==> src/rtl/shift_sequencer.sv <==
// Multi-pass shift sequencer: repeatedly drives an external single-pass shifter
// and registers the final word/carry, with a one-cycle done pulse.

package shift_sequencer_pkg;

  typedef logic [15:0] MICRO1_MACHINE_WORD;

  typedef enum logic [2:0] {
    PASS_THROUGH         = 3'd0,
    LEFT_LOGICALLY       = 3'd1,
    RIGHT_LOGICALLY      = 3'd2,
    LEFT_ARITHMETICALLY  = 3'd3,
    RIGHT_ARITHMETICALLY = 3'd4,
    EXTENSION            = 3'd5,
    SWAP                 = 3'd6
  } SHIFTER_OPERATION;

endpackage

module shift_sequencer
  import shift_sequencer_pkg::*;
#(
  parameter int COUNT_WIDTH = 4
) (
  input  logic                   clk,
  input  logic                   rst,
  input  logic                   start,
  input  SHIFTER_OPERATION       operation,
  input  MICRO1_MACHINE_WORD     in,
  input  logic [COUNT_WIDTH-1:0] count,
  input  logic                   cin,
  output SHIFTER_OPERATION       shifter_operation,
  output MICRO1_MACHINE_WORD     shifter_in,
  output logic                   shifter_cin,
  input  MICRO1_MACHINE_WORD     shifter_out,
  input  logic                   shifter_cout,
  output MICRO1_MACHINE_WORD     out,
  output logic                   cout,
  output logic                   busy,
  output logic                   done
);

  typedef enum logic [1:0] {
    IDLE  = 2'd0,
    SHIFT = 2'd1,
    DONE  = 2'd2
  } state_t;

  state_t                 state_q, state_d;
  SHIFTER_OPERATION       op_q, op_d;
  MICRO1_MACHINE_WORD     work_q, work_d;
  MICRO1_MACHINE_WORD     out_q, out_d;
  logic [COUNT_WIDTH-1:0] cnt_q, cnt_d;
  logic                   cin_q, cin_d;
  logic                   carry_q, carry_d;
  logic                   cout_q, cout_d;
  logic [COUNT_WIDTH-1:0] effCount;

  // Only the true shift kinds honour count; every other operation is one pass.
  always_comb begin
    case (operation)
      LEFT_LOGICALLY, RIGHT_LOGICALLY,
      LEFT_ARITHMETICALLY, RIGHT_ARITHMETICALLY: effCount = count;
      default:                                   effCount = COUNT_WIDTH'(1);
    endcase
  end

  always_ff @(posedge clk or posedge rst) begin
    if (rst) begin
      state_q <= IDLE;
      op_q    <= PASS_THROUGH;
      work_q  <= '0;
      out_q   <= '0;
      cnt_q   <= '0;
      cin_q   <= 1'b0;
      carry_q <= 1'b0;
      cout_q  <= 1'b0;
    end else begin
      state_q <= state_d;
      op_q    <= op_d;
      work_q  <= work_d;
      out_q   <= out_d;
      cnt_q   <= cnt_d;
      cin_q   <= cin_d;
      carry_q <= carry_d;
      cout_q  <= cout_d;
    end
  end

  always_comb begin
    state_d           = state_q;
    op_d              = op_q;
    work_d            = work_q;
    out_d             = out_q;
    cnt_d             = cnt_q;
    cin_d             = cin_q;
    carry_d           = carry_q;
    cout_d            = cout_q;
    shifter_operation = PASS_THROUGH;
    shifter_in        = work_q;
    shifter_cin       = cin_q;
    busy              = 1'b0;
    done              = 1'b0;

    case (state_q)
      IDLE: begin
        if (start) begin
          op_d    = operation;
          work_d  = in;
          cin_d   = cin;
          carry_d = 1'b0;
          cnt_d   = effCount;
          if (effCount == '0) begin
            out_d   = in;
            cout_d  = 1'b0;
            state_d = DONE;
          end else begin
            state_d = SHIFT;
          end
        end
      end
      SHIFT: begin
        busy              = 1'b1;
        shifter_operation = op_q;
        work_d            = shifter_out;
        carry_d           = shifter_cout;
        cnt_d             = cnt_q - COUNT_WIDTH'(1);
        // Last pass: publish the fresh shifter result directly.
        if (cnt_q == COUNT_WIDTH'(1)) begin
          out_d   = shifter_out;
          cout_d  = shifter_cout;
          state_d = DONE;
        end
      end
      DONE: begin
        done    = 1'b1;
        state_d = IDLE;
      end
      default: state_d = IDLE;
    endcase
  end

  assign out  = out_q;
  assign cout = cout_q;

endmodule

==> config.mk <==
export PLATFORM = sky130hd
export DESIGN_NAME = shift_sequencer
export DESIGN_NICKNAME = d
export VERILOG_FILES = /design/src/rtl/shift_sequencer.sv
export SDC_FILE = /design/constraint.sdc
export NUM_CORES = 1
export LEC_CHECK = 0
export ABC_AREA = 1
export BUFFER_PORTS_ARGS = -buffer_cell sky130_fd_sc_hd__buf_4
export CORE_UTILIZATION = 35
export CTS_BUF_LIST = sky130_fd_sc_hd__clkbuf_8 sky130_fd_sc_hd__clkbuf_16
export CTS_CLUSTER_DIAMETER = 200
export DETAILED_ROUTE_END_ITERATION = 6
export SYNTH_ARGS = -nofsm -noshare
export SYNTH_HDL_FRONTEND = slang
export SYNTH_SLANG_ARGS = --single-unit
==> constraint.sdc <==
create_clock -name clk -period 3 [get_ports clk]
set_clock_uncertainty 0.15 [all_clocks]
set_input_delay 0.15 -clock clk [delete_from_list [all_inputs] [get_ports clk]]
set_output_delay 0.15 -clock clk [all_outputs]
set_load 0.01 [all_outputs]
After elaboration in Yosys (flattened, before gate mapping)
Index checks and enable logic that the tools add are counted.
W data, S select, Z words.
{"block": "op_classes", "n_addsub": 1, "eq_ne": 10, "n_mux": 20, "n_reduce_logical": 8}
{"cell": "$mux W16", "count": 4}
{"cell": "$pmux W16 S2", "count": 2}
{"cell": "$mux W4", "count": 2}
{"cell": "$pmux W4 S2", "count": 1}
{"cell": "$eq A3 B2 Y1 const B", "count": 2}
{"cell": "$mux W2", "count": 3}
{"cell": "$ne A2 B2 Y1 const B", "count": 3}
{"cell": "$reduce_and A2 Y1", "count": 3}
{"cell": "$mux W1", "count": 5}
{"cell": "$eq A4 B1 Y1 const B", "count": 1}
{"cell": "$logic_not A4 Y1", "count": 1}
{"cell": "$pmux W2 S2", "count": 1}
{"cell": "$reduce_and A4 Y1", "count": 1}
{"cell": "$reduce_or A4 Y1", "count": 1}
{"cell": "$sub A4 B1 Y4 const B", "count": 1}
{"cell": "$eq A3 B1 Y1 const B", "count": 1}
{"cell": "$eq A3 B3 Y1 const B", "count": 1}
{"cell": "$mux W3", "count": 1}
{"cell": "$eq A2 B1 Y1 const B", "count": 1}
{"cell": "$eq A2 B2 Y1 const B", "count": 1}
{"cell": "$logic_not A2 Y1", "count": 1}
{"cell": "$pmux W1 S2", "count": 1}
{"cell": "$reduce_bool A2 Y1", "count": 1}
{"block": "word_totals", "register_bits": 43, "input_bits": 44, "output_inout_bits": 39, "wordCells": 46}

Logic depth before layout (Yosys ltp)
{"block": "logic_depth", "depth_word": 7, "mapped_depth": 9, "mapped_depth_nobuf": 8}

Worst setup path after synthesis
No wires, ideal clock.
{"block": "synth_path", "path_kind": "flip-flop to flip-flop", "start": "register state_q[1]", "end": "register out_q[0] (netlist: out[0])", "setup_time_ns": 0.117, "t_arrival_ns": 1.296, "t_required_ns": 2.733, "slack_ns": 1.437, "stages_incl_launch_ff": 10, "n_path_buf": 1, "period_less_slack_ns": 1.563, "cell_sequence": "dfrtp_1 -> inv_1 -> nand2_1 -> nor2_2 -> inv_2 -> o21ai_4 -> nand2_4 -> buf_6 -> nand2_1 -> nand2_1"}
{"block": "synth_between", "elab_chain_len": 3, "word_cells_on_any_way": 8, "cone_classes": "eq/ne (4); mux (1); reduce/logical (3)"}
{"element": "start: declaration", "line_no": "49", "text": "state_t state_q, state_d;"}
{"element": "start signal: assignment", "line_no": "79", "text": "state_q <= state_d;"}
{"element": "$eq A2 B1 Y1 or $logic_not A2 Y1 (tied branches)", "line_no": "105", "text": "case (state_q)"}
{"element": "$ne A2 B2 Y1 (no line) or $reduce_bool A2 Y1 (tied branches)"}
{"element": "$reduce_and A4 Y1 (no line)"}
{"element": "end signal: assignment", "line_no": "82", "text": "out_q <= out_d;"}
{"element": "end: declaration", "line_no": "52", "text": "MICRO1_MACHINE_WORD out_q, out_d;"}
Parallel ways exist; a longest one is shown, timed or not.
A chain may end at the register's enable or synchronous reset.

Worst setup path after layout
{"block": "layout_path", "start": "register state_q[0]", "end": "register work_q[13] (netlist: shifter_in[13])"}
{"block": "layout_between", "elab_chain_len": 3, "word_cells_on_any_way": 6, "cone_classes": "eq/ne (2); mux (1); reduce/logical (3)"}
{"element": "$eq A2 B1 Y1 or $logic_not A2 Y1 (tied branches)", "line_no": "105"}
{"element": "$reduce_bool A2 Y1 (no line) or $ne A2 B2 Y1 (tied branches)"}
{"element": "$reduce_and A2 Y1 (no line)"}
{"element": "end signal: assignment", "line_no": "81", "text": "work_q <= work_d;"}
{"element": "end: declaration", "line_no": "51", "text": "MICRO1_MACHINE_WORD work_q, work_d;"}
Parallel ways exist; a longest one is shown, timed or not.

==> impl_metrics.ini <==
[status]
status = finished clean

[layout]
n_antenna_cell = 0
nFillCells = 528
drive_above_1_share_pct = 27.4
syn2layout_area_growth_pct = 54.5
register_area_mm2 = 0.00108
multi_input_area_um2 = 837
fin_nets = 413
final_common_cell = nand2_1
fin_area_mm2 = 0.00313
layout_common_cells = nand2_1 (102), buf_4 (83), dfrtp_1 (43), dlygate4sd3_1 (33), nor2_1 (24)

[floorplan]
rows = 27
io-pin-count = 83
fp.dieW_um = 78.1
die_y_um = 78.1
start_util_pct = 36.6
core-area_mm2 = 0.00554
dieArea_mm2 = 0.00610

[sta]
post-route-period-util_pct = 85.7
max_freq_ghz = 0.389
slew_headroom_pct = 39.2
max_slew.worst_pin.slew_ps = 910
rsz0062_at_grt = no
report.final.slew_viol_count = 0
finalSetupViolCount = 0
fin_tns_setup_ps = 0
fin_ws_ps = 428
hold_viol = 0
period_minus_slack_ps = 2570

[cts]
cts_hold_buffers = 33
cts_tree = built
numCtsBuffers = 5
cts_max_path_buffers = 2
clk_pin_slew_worst_paths_ps = 90
postCtsSetupBuffers = 0
clkSinkCount = 43
ctsResizeCount = 0
htreeDepth = 2
cts-root-buf = clkbuf_8
insertion_delay_ps = 290

[global_route]
grt_usage_pct = 19.0
grt_max_degree = 44
antenna_found_initial = 0
grt_pass1_wl_mm = 9.14
grt_pass1_vias = 2095
grt_overflow = 0

[worst_setup_path]
crit_chain = inv_2, nor2_2, inv_2, nand2_2, nor2_1, a31oi_1, dlygate4sd3_1
path_max_fanout = 36
slowest_delay_ps = 610
critPathKind = register to register
endpoint_kind = register
cp.arrival_ps = 2600
worstPathRequired_ps = 3030
r2r-end = shifter_in[13]
startpoint_type = register
worst_path_most_repeated_cell = inv_2
ff2ff_setup_slack_ps = 430
reg2reg_depth = 7
rr_startpoint = state_q[0]
cp_slowest_cell = dlygate4sd3_1

[synthesis]
synth_edf_count = 0
ys_warn_count = 0
synth_cell_types = 24
seq_area_frac_synth_pct = 53.1
avgSynthCellArea_um2 = 7.99
synth-main-ff-cell = dfrtp_1
synth.ff_latch_count = 43
synthArstFlopShare_pct = 100
syn_inst = 254
synth_area_mm2 = 0.00203
syn_nets = 300

[hold_path]
whs_path_depth = 3
holdPathEnd = shifter_in[1]
min_from = shifter_out[1]
hold_class = input port to register

[drt]
drc_errors = 0
via_per_inst = 4.71
drt-wirelength-per-cell_um = 12.4
drt_first_iter_violations = 118
ant_nets = 0
firstDrtPassIters = 5
vias = 2074
routed_wl_mm = 5.44

[pwr]
p_per_area_mw_per_mm2 = 1050
power_mw = 3.28
leakagePower_nw = 1.67
ir_worst_vdd_v = 0.000546

[placed_design]
dpl-instance-area_mm2 = 0.00269
port_buffers = 82
preCtsSetupSlack_ps = 971
globalplace.congestion = 0.784
dp_hpwl_mm = 3.64

[job]
max_cap_viol_count = 0
## critical path, delay by kind of cell, from the launching register on
family / cells / cell delay [ps]
buf+inv: 3 / 1050
flops: 1 / 410
simple gates: 3 / 760
compound gates: 1 / 70
## synthesized netlist by cell type, types with 3 or more instances
library cell / instances / area [um2]
nand3_1: 19 / 95.1
a31oi_1: 16 / 100
nor2_1: 24 / 90.1
buf_2: 5 / 25.0
nand2_1: 102 / 383
dfrtp_1: 43 / 1080
o21ai_0: 9 / 45.0
inv_1: 13 / 48.8
inv_2: 3 / 11.3
## power by group
group	total [mW]	switching (mW)	internal [mW]
clock network	0.471	0.202	0.269
logic	1.77	0.957	0.818
registers	1.03	0.165	0.868
total	3.28	1.32	1.96
## per-layer routing
metal	routed length [um]	global-route usage, %	vias to the layer above
li1	-	-	1040
met1	2430	23.2	953
met2	2610	32.1	72
met3	297	3.72	9
met4	106	8.70	0
met5	0	0	-
## worst max-delay path by stage
stage | to | start | slack, ps | cells after the start
floorplan | out[0] | state_q[1] | 1440 | 9
global placement | cnt_q[0] | state_q[0] | 1030 | 7
detailed placement | cnt_q[0] | state_q[0] | 970 | 7
CTS | shifter_in[13] | state_q[0] | 450 | 7
global route | shifter_in[13] | state_q[0] | 210 | 7
finish | shifter_in[13] | state_q[0] | 430 | 7
## flip-flops by register name, summed over array words and instances, names as in the netlist
| signal | count |
|---|---|
| shifter_in | 16 |
| shifter_cin | 1 |
| out | 16 |
| op_q | 3 |
| state_q | 2 |
| cout | 1 |
| cnt_q | 4 |
## final cells by class
| cell class | instances | share of cell area (%) |
|---|---|---|
| inverter | 16 | 1.92 |
| tap | 72 | 2.87 |
| multi-input combinational | 185 | 26.7 |
| clock inverter | 2 | 1.12 |
| clock buffer | 6 | 2.63 |
| sequential | 43 | 34.3 |
| timing repair buffer | 116 | 30.4 |
## per-stage QoR
step	std cells	utilization (%)	hold slack, ps
after global routing	440	56.6	7.90
after global placement	399	48.5	205
after detailed placement	399	48.5	207
final	440	56.6	2.26
after CTS	440	56.6	0.378
after floorplan	254	-	117
## cells by family (layout without fill, tap and decap cells)
| logic type | count (synthesis) | count (layout) | share of synthesized area (%) |
|---|---|---|---|
| buffers and inverters | 26 | 140 | 5.68 |
| DFF | 43 | 43 | 53.1 |
| and+or+nand+nor | 151 | 151 | 30.0 |
| xor gates and xnor gates | 2 | 2 | 0.864 |
| adders and majority gates | 2 | 2 | 1.23 |
| AOI/OAI and AO/OA | 30 | 30 | 9.13 |
Note: power is estimated with default switching activity, not from simulation.
